File: config.mk
export PLATFORM = sky130hd
export DESIGN_NAME = load_store_unit
export DESIGN_NICKNAME = d
export VERILOG_FILES = /design/src/rtl/load_store_unit.sv
export SDC_FILE = /design/constraint.sdc
export NUM_CORES = 1
export LEC_CHECK = 0
export BUFFER_PORTS_ARGS = -buffer_cell sky130_fd_sc_hd__buf_2
export CORE_ASPECT_RATIO = 0.75
export CORE_MARGIN = 1.5
export CORE_UTILIZATION = 44
export CTS_CLUSTER_DIAMETER = 40
export CTS_CLUSTER_SIZE = 10
export DETAILED_ROUTE_END_ITERATION = 8
export GPL_TIMING_DRIVEN = 0
export PLACE_DENSITY = 0.78
export RECOVER_POWER = 50
export SETUP_SLACK_MARGIN = 0.4
export SLEW_MARGIN = 20
export SYNTH_ARGS = -nofsm -noshare
export SYNTH_HDL_FRONTEND = slang
export SYNTH_SLANG_ARGS = --single-unit
File: constraint.sdc
create_clock -name clk -period 1.9 [get_ports clk]
set_input_delay 0.19 -clock clk [delete_from_list [all_inputs] [get_ports clk]]
set_output_delay 0.19 -clock clk [all_outputs]
set_load 0.01 [all_outputs]
File: src/rtl/load_store_unit.sv
// Memory-access-stage controller: one req/ack transaction at a time on the data bus,
// big-endian byte lanes, load data lane-aligned for the downstream load-data modifier.
module load_store_unit #(
    parameter int ADDR_W  = 32,
    parameter int DATA_W  = 32,
    parameter int TIMEOUT = 255
) (
    input  logic              clk,
    input  logic              rst_n,
    input  logic              req_valid,
    input  logic              req_we,
    input  logic              req_byte,
    input  logic [ADDR_W-1:0] req_addr,
    input  logic [DATA_W-1:0] req_wdata,
    output logic              req_ready,
    output logic              stall,
    output logic              rsp_valid,
    output logic [DATA_W-1:0] rsp_data,
    output logic              rsp_lb_w,
    output logic              rsp_err,
    output logic              mem_req,
    output logic              mem_we,
    output logic [3:0]        mem_be,
    output logic [ADDR_W-1:0] mem_addr,
    output logic [DATA_W-1:0] mem_wdata,
    input  logic              mem_ack,
    input  logic [DATA_W-1:0] mem_rdata
);

    typedef enum logic [1:0] {
        S_IDLE,
        S_WAIT,
        S_RESP
    } state_t;

    state_t            r_state;
    state_t            w_next_state;
    logic              r_mem_req;
    logic              r_mem_we;
    logic [3:0]        r_mem_be;
    logic [ADDR_W-1:0] r_mem_addr;
    logic [DATA_W-1:0] r_mem_wdata;
    logic [DATA_W-1:0] r_rsp_data;
    logic              r_rsp_lb_w;
    logic              r_rsp_err;
    logic [7:0]        r_count;
    logic [1:0]        r_lane;
    logic              r_byte;
    logic              r_we;
    logic              w_misaligned;
    logic              w_accept_bus;
    logic              w_timeout;

    assign w_misaligned = ~req_byte & (req_addr[1:0] != 2'b00);
    assign w_accept_bus = (r_state == S_IDLE) & req_valid & ~w_misaligned;
    assign w_timeout    = (r_count == 8'(TIMEOUT - 1));

    assign req_ready = (r_state == S_IDLE);
    assign rsp_valid = (r_state == S_RESP);
    assign stall     = (req_valid & (r_state == S_WAIT)) | w_accept_bus;
    assign rsp_data  = r_rsp_data;
    assign rsp_lb_w  = r_rsp_lb_w;
    assign rsp_err   = r_rsp_err;
    assign mem_req   = r_mem_req;
    assign mem_we    = r_mem_we;
    assign mem_be    = r_mem_be;
    assign mem_addr  = r_mem_addr;
    assign mem_wdata = r_mem_wdata;

    always_ff @(posedge clk or negedge rst_n) begin
        if (!rst_n) begin
            r_state <= S_IDLE;
        end else begin
            r_state <= w_next_state;
        end
    end

    // An ack in the final permitted WAIT cycle takes priority over the timeout.
    always_comb begin
        w_next_state = r_state;
        case (r_state)
            S_IDLE: begin
                if (req_valid) begin
                    w_next_state = w_misaligned ? S_RESP : S_WAIT;
                end
            end
            S_WAIT: begin
                if (mem_ack || w_timeout) begin
                    w_next_state = S_RESP;
                end
            end
            S_RESP:  w_next_state = S_IDLE;
            default: w_next_state = S_IDLE;
        endcase
    end

    always_ff @(posedge clk or negedge rst_n) begin
        if (!rst_n) begin
            r_mem_req   <= 1'b0;
            r_mem_we    <= 1'b0;
            r_mem_be    <= 4'b0000;
            r_mem_addr  <= '0;
            r_mem_wdata <= '0;
            r_rsp_data  <= '0;
            r_rsp_lb_w  <= 1'b0;
            r_rsp_err   <= 1'b0;
            r_count     <= 8'd0;
            r_lane      <= 2'b00;
            r_byte      <= 1'b0;
            r_we        <= 1'b0;
        end else begin
            case (r_state)
                S_IDLE: begin
                    if (req_valid && w_misaligned) begin
                        r_rsp_data <= '0;
                        r_rsp_lb_w <= req_byte & ~req_we;
                        r_rsp_err  <= 1'b1;
                    end else if (req_valid) begin
                        r_mem_req   <= 1'b1;
                        r_mem_we    <= req_we;
                        r_mem_be    <= req_byte ? (4'b1000 >> req_addr[1:0]) : 4'b1111;
                        r_mem_addr  <= {req_addr[ADDR_W-1:2], 2'b00};
                        r_mem_wdata <= req_byte ? {4{req_wdata[7:0]}} : req_wdata;
                        r_count     <= 8'd0;
                        r_lane      <= req_addr[1:0];
                        r_byte      <= req_byte;
                        r_we        <= req_we;
                    end
                end
                S_WAIT: begin
                    if (mem_ack) begin
                        r_mem_req  <= 1'b0;
                        r_mem_we   <= 1'b0;
                        r_mem_be   <= 4'b0000;
                        r_rsp_lb_w <= r_byte & ~r_we;
                        r_rsp_err  <= 1'b0;
                        if (r_we) begin
                            r_rsp_data <= '0;
                        end else if (r_byte) begin
                            r_rsp_data <= mem_rdata << {r_lane, 3'b000};
                        end else begin
                            r_rsp_data <= mem_rdata;
                        end
                    end else if (w_timeout) begin
                        r_mem_req  <= 1'b0;
                        r_mem_we   <= 1'b0;
                        r_mem_be   <= 4'b0000;
                        r_rsp_data <= '0;
                        r_rsp_lb_w <= r_byte & ~r_we;
                        r_rsp_err  <= 1'b1;
                    end else begin
                        r_count <= r_count + 8'd1;
                    end
                end
                default: begin
                end
            endcase
        end
    end

endmodule

==> results of run 1 <==
-- state kept, by name (all words and copies together) (netlist names) --
signal	count
mem_addr	30
mem_be	4
mem_req	1
mem_wdata	32
mem_we	1
r_byte	1
r_count	8
r_lane	2
r_state	2
r_we	1
rsp_data	32
rsp_err	1
rsp_lb_w	1
-- synth_stat cells, types with 4 or more instances --
master	n	area, um2
o21a_1	9	67.6
o21ai_0	27	135
nor2_1	10	37.5
a221o_1	23	230
a22o_1	25	219
nor2b_1	16	100
a21oi_1	21	105
xnor2_1	4	35.0
buf_1	4	15.0
a31oi_1	7	43.8
and3_1	10	62.6
clkbuf_1	28	105
a21o_1	9	67.6
inv_1	11	41.3
nand2_1	136	510
dfrtp_1	116	2900
nand2b_1	4	25.0
o22ai_1	8	50.1
mux2i_1	8	80.1
nand3_1	12	60.1
o2bb2ai_1	7	61.3
-- area by class of cell --
| type | instances | area, um2 | share of cell area |
|---|---|---|---|
| Sequential cell | 116 | 2910 | 0.340 |
| Multi-Input combinational cell | 369 | 2630 | 0.308 |
| Timing Repair Buffer | 279 | 1750 | 0.205 |
| Clock buffer | 18 | 429 | 0.0503 |
| Buffer | 39 | 372 | 0.0435 |
| Tap cell | 162 | 203 | 0.0237 |
| Clock inverter | 14 | 201 | 0.0236 |
| Inverter | 11 | 41.3 | 0.00484 |
| Antenna cell | 1 | 2.50 | 0.000293 |
-- how the worst max path moves through the flow --
stage                                      start                   endpoint  slack [ps]  depth (start not counted)
after global routing      r_state[0]$_DFFE_PN0P_    rsp_data[5]$_DFFE_PN0P_        -100                          5
after floorplan           r_state[0]$_DFFE_PN0P_   rsp_data[14]$_DFFE_PN0P_          80                          5
after detailed placement  r_state[1]$_DFFE_PN0P_                      stall        -170                          6
final                     r_state[0]$_DFFE_PN0P_   rsp_data[12]$_DFFE_PN0P_         -70                          5
after global placement                     rst_n  mem_wdata[12]$_DFFE_PN0P_        -700                          1
after CTS                 r_state[1]$_DFFE_PN0P_    rsp_data[9]$_DFFE_PN0P_         -40                          5
-- through the flow --
stage	instances	TNS [ps]	setup slack [ps]	area (um2)	hold WS, ps
floorplan	535	0	76.1	5310	-106
global route	1009	-2260	-97.5	8540	1.54
CTS	990	-593	-40.2	7960	0.630
global placement	903	-87150	-698	6540	380
finish	1009	-1630	-73.1	8540	7.64
detailed placement	904	-9200	-171	6580	206
-- cells by family (layout without fill, tap and decap cells) --
family | count (synthesis) | count (layout) | share of synthesized area
AND/OR/NAND/NOR | 205 | 205 | 0.177
AO/OA/AOI/OAI | 146 | 146 | 0.203
flip-flops | 116 | 116 | 0.550
buffers and inverters | 50 | 361 | 0.0405
multiplexers | 8 | 8 | 0.0152
XOR/XNOR | 6 | 6 | 0.00995
adder cells (fa/ha/maj) | 2 | 2 | 0.00474
other | 1 | 3 | 0.000710
-- per-layer routing --
| metal | global-route usage | routed length, um |
|---|---|---|
| met4 | 0.139 | 1050 |
| met3 | 0.0636 | 1470 |
| met2 | 0.448 | 10100 |
| met1 | 0.386 | 8480 |
| met5 | 0 | 0 |
-- where the power goes --
part	total (mW)	switching [mW]	internal, mW
Clock	3.50	1.29	2.21
Sequential	3.92	0.583	3.33
Combinational	4.47	2.51	1.96
-- repair_timing --
action,in CTS,in global routing
setup endpoints to repair,117,116
pin swaps,36,28
endpoints found under the hold margin,96,1
buffers inserted,13,14
resized for setup,61,147
cloned,2,3
hold buffers,39,1
==> flow_metrics.tcl, run 1 <==
set metrics [dict create \
    max_slew_margin 0.0986 \
    reg2reg_slack_ps -70 \
    hpwl_um 12000 \
    fin_nets 937 \
    hold_viol 0 \
    cts_tree "built" \
    ios 209 \
    fin_util 0.732 \
    cp_num_buf_inv 1 \
    synth_cell_types 46 \
    grt_first_pass_wirelength_um 28300 \
    area_growth_pct 61.6 \
    clockRootBuffer "clkbuf_16" \
    portBuffers 206 \
    totalPowerFinal_mw 11.9 \
    cap_violations 0 \
    violations "setup timing" \
    fill_cells 800 \
    routed_wl_um 21100 \
    fin_skew_ps 10.9 \
    synth_ff_type "dfrtp_1" \
    yosysSeqAreaShare 0.550 \
    track_usage 0.289 \
    gr-total-overflow 0 \
    antenna_found_initial 1 \
    syn_inst 534 \
    cp_slowest_cell "dfrtp_2" \
    endpoint_kind "flop" \
    ys_async_sr_fraction 1.00 \
    rows 34 \
    worstReg2RegEnd "rsp_data[12]$_DFFE_PN0P_" \
    clk_pin_slew_ps 60 \
    fin_crit_sh 1.04 \
    pwr_density_cell_nw_per_um2 1390 \
    drcViolationCount 0 \
    ir_worst_vdd_mv 0.855 \
    worstSkewPairLatency_ps 420 \
    final_cell_mix "buf_2 (172), dfrtp_1 (114), nand2_1 (68)" \
    rsz0062_at_grt "yes" \
    critPathKind "reg -> reg" \
    core-area_um2 11700 \
    period_minus_slack_ps 1970 \
    synth_area_um2 5280 \
    viasPerCell 5.76 \
    cp.arrival_ps 2270 \
    worstPathMaxFanout 7 \
    fp.dieW_um 130 \
    hold_start "req_wdata[26]" \
    vias 5807 \
    first_pass_iters 5 \
    leakagePower_nw 4.36 \
    crit_required_ps 2200 \
    outcome "complete, but fails checks" \
    worstRegToRegCells 5 \
    yosysWarnings 0 \
    synth.avg_cell_area_um2 9.89 \
    hold_path_depth 2 \
    cts_sinks 116 \
    worstPathCellList "or3b_4, or3_4, a21boi_4, buf_6, a22o_1" \
    max_stage_delay_ps 440 \
    h-tree-depth 4 \
    initial_utilization 0.453 \
    final_common_cell "buf_2" \
    max_freq_mhz 507 \
    drive_gt1_frac 0.427 \
    finalMaxSlewViolations 0 \
    hold_path_class "in -> reg" \
    clockBufferDepth 2 \
    crit_family "simple AND/OR/NAND/NOR gates" \
    first_global_vias 5396 \
    cts_buffers 17 \
    wire_per_inst_um 20.9 \
    setup_violations 32 \
    synth-edff-count 0 \
    tightest_slew_ps 1350 \
    reg2reg_from "r_state[0]$_DFFE_PN0P_" \
    crit_path_start_kind "flop" \
    fin_ws_ps -73.1 \
    grt_max_degree 60 \
    die-area_um2 12700 \
    drt_iter0_drc 420 \
    yosys_register_bits 116 \
    gp_congestion 0.919 \
    min_to "mem_wdata[26]$_DFFE_PN0P_" \
    ant_nets 0 \
    die_h_um 97.9 \
]
No activity file was read; power rests on OpenSTA's default activity.
==> inputs of run 2 (changes only) <==
Settings changed: CORE_UTILIZATION 44 to 45, PLACE_DENSITY 0.78 to 0.74.
Clock period 1.9 ns to 1.84 ns, I/O delays scaled along.
==> flow_metrics.tcl, run 2 (synthesized netlist as in run 1, its figures left out) <==
set metrics [dict create \
    antenna_found_initial 1 \
    pwr_density_cell_nw_per_um2 1410 \
    fin_crit_sh 1.10 \
    drt_iter0_drc 568 \
    fin_cells 1019 \
    reg2reg_from "r_state[1]$_DFFE_PN0P_" \
    fin_ws_ps -175 \
    drcViolationCount 0 \
    leakagePower_nw 4.43 \
    worstPathCellList "or3b_4, or3_4, a21boi_4, buf_6, a22o_1" \
    h-tree-depth 4 \
    portBuffers 206 \
    initial_utilization 0.458 \
    ios 209 \
    cts_buffers 17 \
    clk_pin_slew_ps 60 \
    hold_start "req_wdata[19]" \
    fin_skew_ps 11.1 \
    core-area_um2 11500 \
    gp_congestion 0.926 \
    final_common_cell "buf_2" \
    worstReg2RegEnd "rsp_data[7]$_DFFE_PN0P_" \
    fp.dieW_um 128 \
    cts_sinks 116 \
    track_usage 0.329 \
    totalPowerFinal_mw 12.2 \
    max_freq_mhz 496 \
    area.sequential_um2 2910 \
    setup_violations 67 \
    crit_path_start_kind "flop" \
    final_cell_mix "buf_2 (194), dfrtp_1 (111), nand2_1 (73)" \
    area_growth_pct 64.1 \
    endpoint_kind "flop" \
    viasPerCell 5.84 \
    dp.cells 904 \
    ant_nets 0 \
    rows 34 \
    first_global_vias 5876 \
    wire_per_inst_um 21.2 \
    first_pass_iters 5 \
    max_stage_delay_ps 440 \
    hpwl_um 11900 \
    cap_violations 0 \
    crit_start "r_state[1]$_DFFE_PN0P_" \
    crit_family "simple AND/OR/NAND/NOR gates" \
    cp_num_buf_inv 1 \
    rsz0062_at_grt "yes" \
    clockBufferDepth 2 \
    dpl_worst_slack_ps -204 \
    clockRootBuffer "clkbuf_16" \
    gr-total-overflow 0 \
    die_h_um 96.8 \
    tightest_slew_ps 910 \
    violations "setup timing" \
    cp_slowest_cell "dfrtp_2" \
    die-area_um2 12400 \
    max_slew_margin 0.393 \
    postPlaceCellArea_um2 6580 \
    fill_cells 733 \
    vias 5946 \
    worstPathMaxFanout 7 \
    cp.arrival_ps 2310 \
    drive_gt1_frac 0.458 \
    finalMaxSlewViolations 0 \
    routed_wl_um 21600 \
    worstSkewPairLatency_ps 420 \
    grt_max_degree 82 \
    final_area_um2 8670 \
    multi_input_area_um2 2580 \
    hold_path_depth 2 \
    hold_path_class "in -> reg" \
    reg2reg_slack_ps -180 \
    ir_worst_vdd_mv 0.978 \
    outcome "complete, but fails checks" \
    crit_required_ps 2140 \
    period_minus_slack_ps 2020 \
    hold_viol 0 \
    min_to "mem_wdata[19]$_DFFE_PN0P_" \
    worstRegToRegCells 5 \
    cts_tree "built" \
    critPathKind "reg -> reg" \
    grt_first_pass_wirelength_um 31300 \
    fin_nets 947 \
]
-- run 2: cell types whose count changed in the layout (fill, tap and decap cells not counted), sizes merged --
cell / delta
buf: +23
bufinv: -2
clkbuf: -17
clkinv: +2
clkinvlp: -1
dlygate4sd3: +4
inv: +1
-- run 2: final cells by class --
class,instances,area share
flip-flops and latches,116,0.336
multi-input cells,369,0.297
repair buffers,289,0.221
clock buffers,18,0.0507
plain buffers,39,0.0491
well taps,162,0.0234
clock inverters,14,0.0176
inverters,11,0.00476
diodes,1,0.000289
-- run 2: worst max-delay path by stage --
stage | endpoint | depth (start not counted)
floorplan | rsp_data[14]$_DFFE_PN0P_ | 5
global placement | rsp_data[31]$_DFFE_PN0P_ | 1
detailed placement | rsp_data[23]$_DFFE_PN0P_ | 6
CTS | rsp_data[11]$_DFFE_PN0P_ | 5
global route | rsp_data[9]$_DFFE_PN0P_ | 5
finish | rsp_data[7]$_DFFE_PN0P_ | 5
-- run 2: worst reg2reg max path, stage by stage (launching register included) --
cell and delay (ps):
dfrtp_2 440, or3b_4 440, or3_4 410, a21boi_4 200
buf_6 160, a22o_1 240
-- run 2: metal layers --
layer	vias up	GRT usage	part of all wire
met3	123	0.0631	0.073
met2	399	0.529	0.48
li1	2518	-	-
met1	2906	0.418	0.38
met5	-	0	0
met4	0	0.185	0.060
-- run 2: where the power goes --
part | leakage (nW) | internal, mW | total (mW) | switching (mW)
registers | 1.47 | 3.45 | 4.11 | 0.665
logic | 2.66 | 2.15 | 4.77 | 2.62
clock network | 0.291 | 2.04 | 3.36 | 1.31
total | 4.43 | 7.64 | 12.2 | 4.60
-- run 2: repair_timing --
item | 4_1_cts | 5_1_grt
setup buffers | 22 | 6
hold buffers | 44 | 0
resized for setup | 169 | 39
hold endpoints to repair | 78 | 0
gates cloned | 9 | 1
pin swaps | 96 | 18
endpoints found under the setup margin | 117 | 119
-- run 2: per-stage QoR --
stage | TNS, ps | util | hold slack (ps)
finish | -5260 | 0.752 | 8.66
CTS | -1700 | 0.738 | 0.799
detailed placement | -12140 | 0.571 | 98.6
global route | -7920 | 0.752 | 8.02
global placement | -96530 | 0.568 | 374
floorplan | 0 | - | -112
==> inputs of run 3 (changes only) <==
Settings changed: CELL_PAD_IN_SITES_DETAIL_PLACEMENT from default to 1, CELL_PAD_IN_SITES_GLOBAL_PLACEMENT from default to 1, CORE_UTILIZATION 45 to 36, PLACE_DENSITY 0.74 to 0.79.
==> flow_metrics.tcl, run 3 (synthesized netlist as in run 1, its figures left out) <==
set metrics [dict create \
    outcome "complete, but fails checks" \
    violations "setup timing" \
    max_slew_margin 0.279 \
    min_to "mem_wdata[19]$_DFFE_PN0P_" \
    grt_most_used_layer "met2" \
    worstPathMaxFanout 5 \
    finalMaxSlewViolations 0 \
    worstReg2RegEnd "rsp_data[10]$_DFFE_PN0P_" \
    p_switching_mw 5.05 \
    rows 38 \
    cp.arrival_ps 2300 \
    fin_crit_sh 1.09 \
    first_pass_iters 5 \
    gp_congestion 0.871 \
    crit_required_ps 2140 \
    period_minus_slack_ps 2000 \
    viasPerCell 5.80 \
    grtUsageMet3 0.0636 \
    die_h_um 108 \
    portBuffers 206 \
    drcViolationCount 0 \
    cts_buffers 17 \
    first_global_vias 6015 \
    initial_utilization 0.367 \
    setup_violations 54 \
    tightest_slew_ps 1080 \
    grtUsageMet1 0.364 \
    vias 6215 \
    final_area_um2 8940 \
    ios 209 \
    ant_nets 0 \
    clockRootBuffer "clkbuf_16" \
    fin_nets 960 \
    reg2reg_slack_ps -160 \
    core-area_um2 14400 \
    dpl_worst_slack_ps -272 \
    hpwl_um 14300 \
    max_freq_mhz 499 \
    h-tree-depth 4 \
    fp.dieW_um 143 \
    drive_gt1_frac 0.455 \
    leakagePower_nw 4.54 \
    ir_worst_vdd_mv 0.928 \
    rsz0062_at_grt "yes" \
    grt_max_degree 81 \
    clock_power_share 0.266 \
    reg2reg_from "r_state[0]$_DFFE_PN0P_" \
    swShare 0.394 \
    worstRegToRegCells 5 \
    cts_sinks 116 \
    gr-total-overflow 0 \
    use_met2 0.509 \
    final.hold.worst_slack_ps 4.76 \
    fin_skew_ps 18.7 \
    clk_pin_slew_ps 70 \
    final_common_cell "buf_2" \
    grt_first_pass_wirelength_um 33900 \
    p_seq_frac 0.328 \
    endpoint_kind "flop" \
    fin_cells 1072 \
    fin_ws_ps -164 \
    hold_start "req_wdata[19]" \
    cap_violations 0 \
    routed_wl_um 27800 \
    hold_viol 0 \
    crit_path_start_kind "flop" \
    clockBufferDepth 2 \
    wire_per_inst_um 25.9 \
    track_usage 0.295 \
    final_cell_mix "buf_2 (178), dfrtp_1 (111), nand2_1 (80)" \
    pwr_density_cell_nw_per_um2 1430 \
    p_int_mw 7.77 \
    combPwrFrac 0.407 \
    hold_path_class "in -> reg" \
    area_growth_pct 69.2 \
    setup_tns_ps -4500 \
    drt_iter0_drc 442 \
    cts_tree "built" \
    critPathKind "reg -> reg" \
    postPlaceCellArea_um2 6630 \
    hold_path_depth 2 \
    dp.cells 942 \
    die-area_um2 15400 \
    antenna_found_initial 2 \
    worstSkewPairLatency_ps 430 \
]
-- run 3: cell count changes in the layout (fill, tap and decap cells not counted), sizes merged --
cell and change:
clkbuf +18, a21boi +1, diode +2, clkinv -2, clkinvlp +3, inv -3, dlygate4sd3 -4
-- run 3: worst max-delay path by stage --
| stage | cells past startpoint | slack, ps | to | start |
|---|---|---|---|---|
| 3_3_place_gp | 1 | -820 | mem_addr[3]$_DFFE_PN0P_ | rst_n |
| 6_report | 5 | -160 | rsp_data[10]$_DFFE_PN0P_ | r_state[0]$_DFFE_PN0P_ |
| 5_1_grt | 5 | -200 | rsp_data[7]$_DFFE_PN0P_ | r_state[0]$_DFFE_PN0P_ |
| 2_1_floorplan | 5 | 20 | rsp_data[14]$_DFFE_PN0P_ | r_state[0]$_DFFE_PN0P_ |
| 3_5_place_dp | 6 | -270 | rsp_data[23]$_DFFE_PN0P_ | r_lane[1]$_DFFE_PN0P_ |
| 4_1_cts | 5 | -100 | rsp_data[7]$_DFFE_PN0P_ | r_state[1]$_DFFE_PN0P_ |
-- run 3: power by group through the flow --
stage               registers [mW]  logic, mW  clock network (mW)
floorplan                     4.35       1.71                   0
global placement              3.97       3.68                   0
detailed placement            4.04       3.85                   0
CTS                           4.00       4.30                3.32
global route                  4.27       5.49                3.54
finish                        4.20       5.21                3.41
-- run 3: worst max-delay path, cell delays in order, from the launching register on --
cell and delay (ps):
dfrtp_2 460, or3b_4 420, or3_4 400, a21boi_4 200, buf_6 160, a22o_1 230
-- run 3: routing by layer --
layer	part of all wire	vias to the layer above	routed length [um]
li1	-	2548	-
met1	0.38	3146	10500
met2	0.49	385	13700
met3	0.067	136	1860
met4	0.061	0	1710
met5	0	-	0
-- run 3: metrics by stage --
stage	util	power [mW]
floorplan	-	6.05
global placement	0.458	7.65
detailed placement	0.460	7.89
CTS	0.560	11.6
global route	0.620	13.3
finish	0.621	12.8
-- run 3: area by class of cell --
cell class	instances	area, um2
Fill cell	1622	5470
Sequential cell	116	2910
Multi-Input combinational cell	370	2660
Timing Repair Buffer	301	2060
Clock buffer	20	457
Buffer	39	424
Tap cell	200	250
Clock inverter	12	131
Inverter	11	41.3
Antenna cell	3	7.51
-- run 3: timing repair --
action                                  4_1_cts  5_1_grt
endpoints found under the setup margin      117      119
buffers inserted                             18       25
gates cloned                                  4        8
hold buffers                                 40        0
gates resized for setup                      77      163
pin swaps                                    34       44
endpoints found under the hold margin        75        0
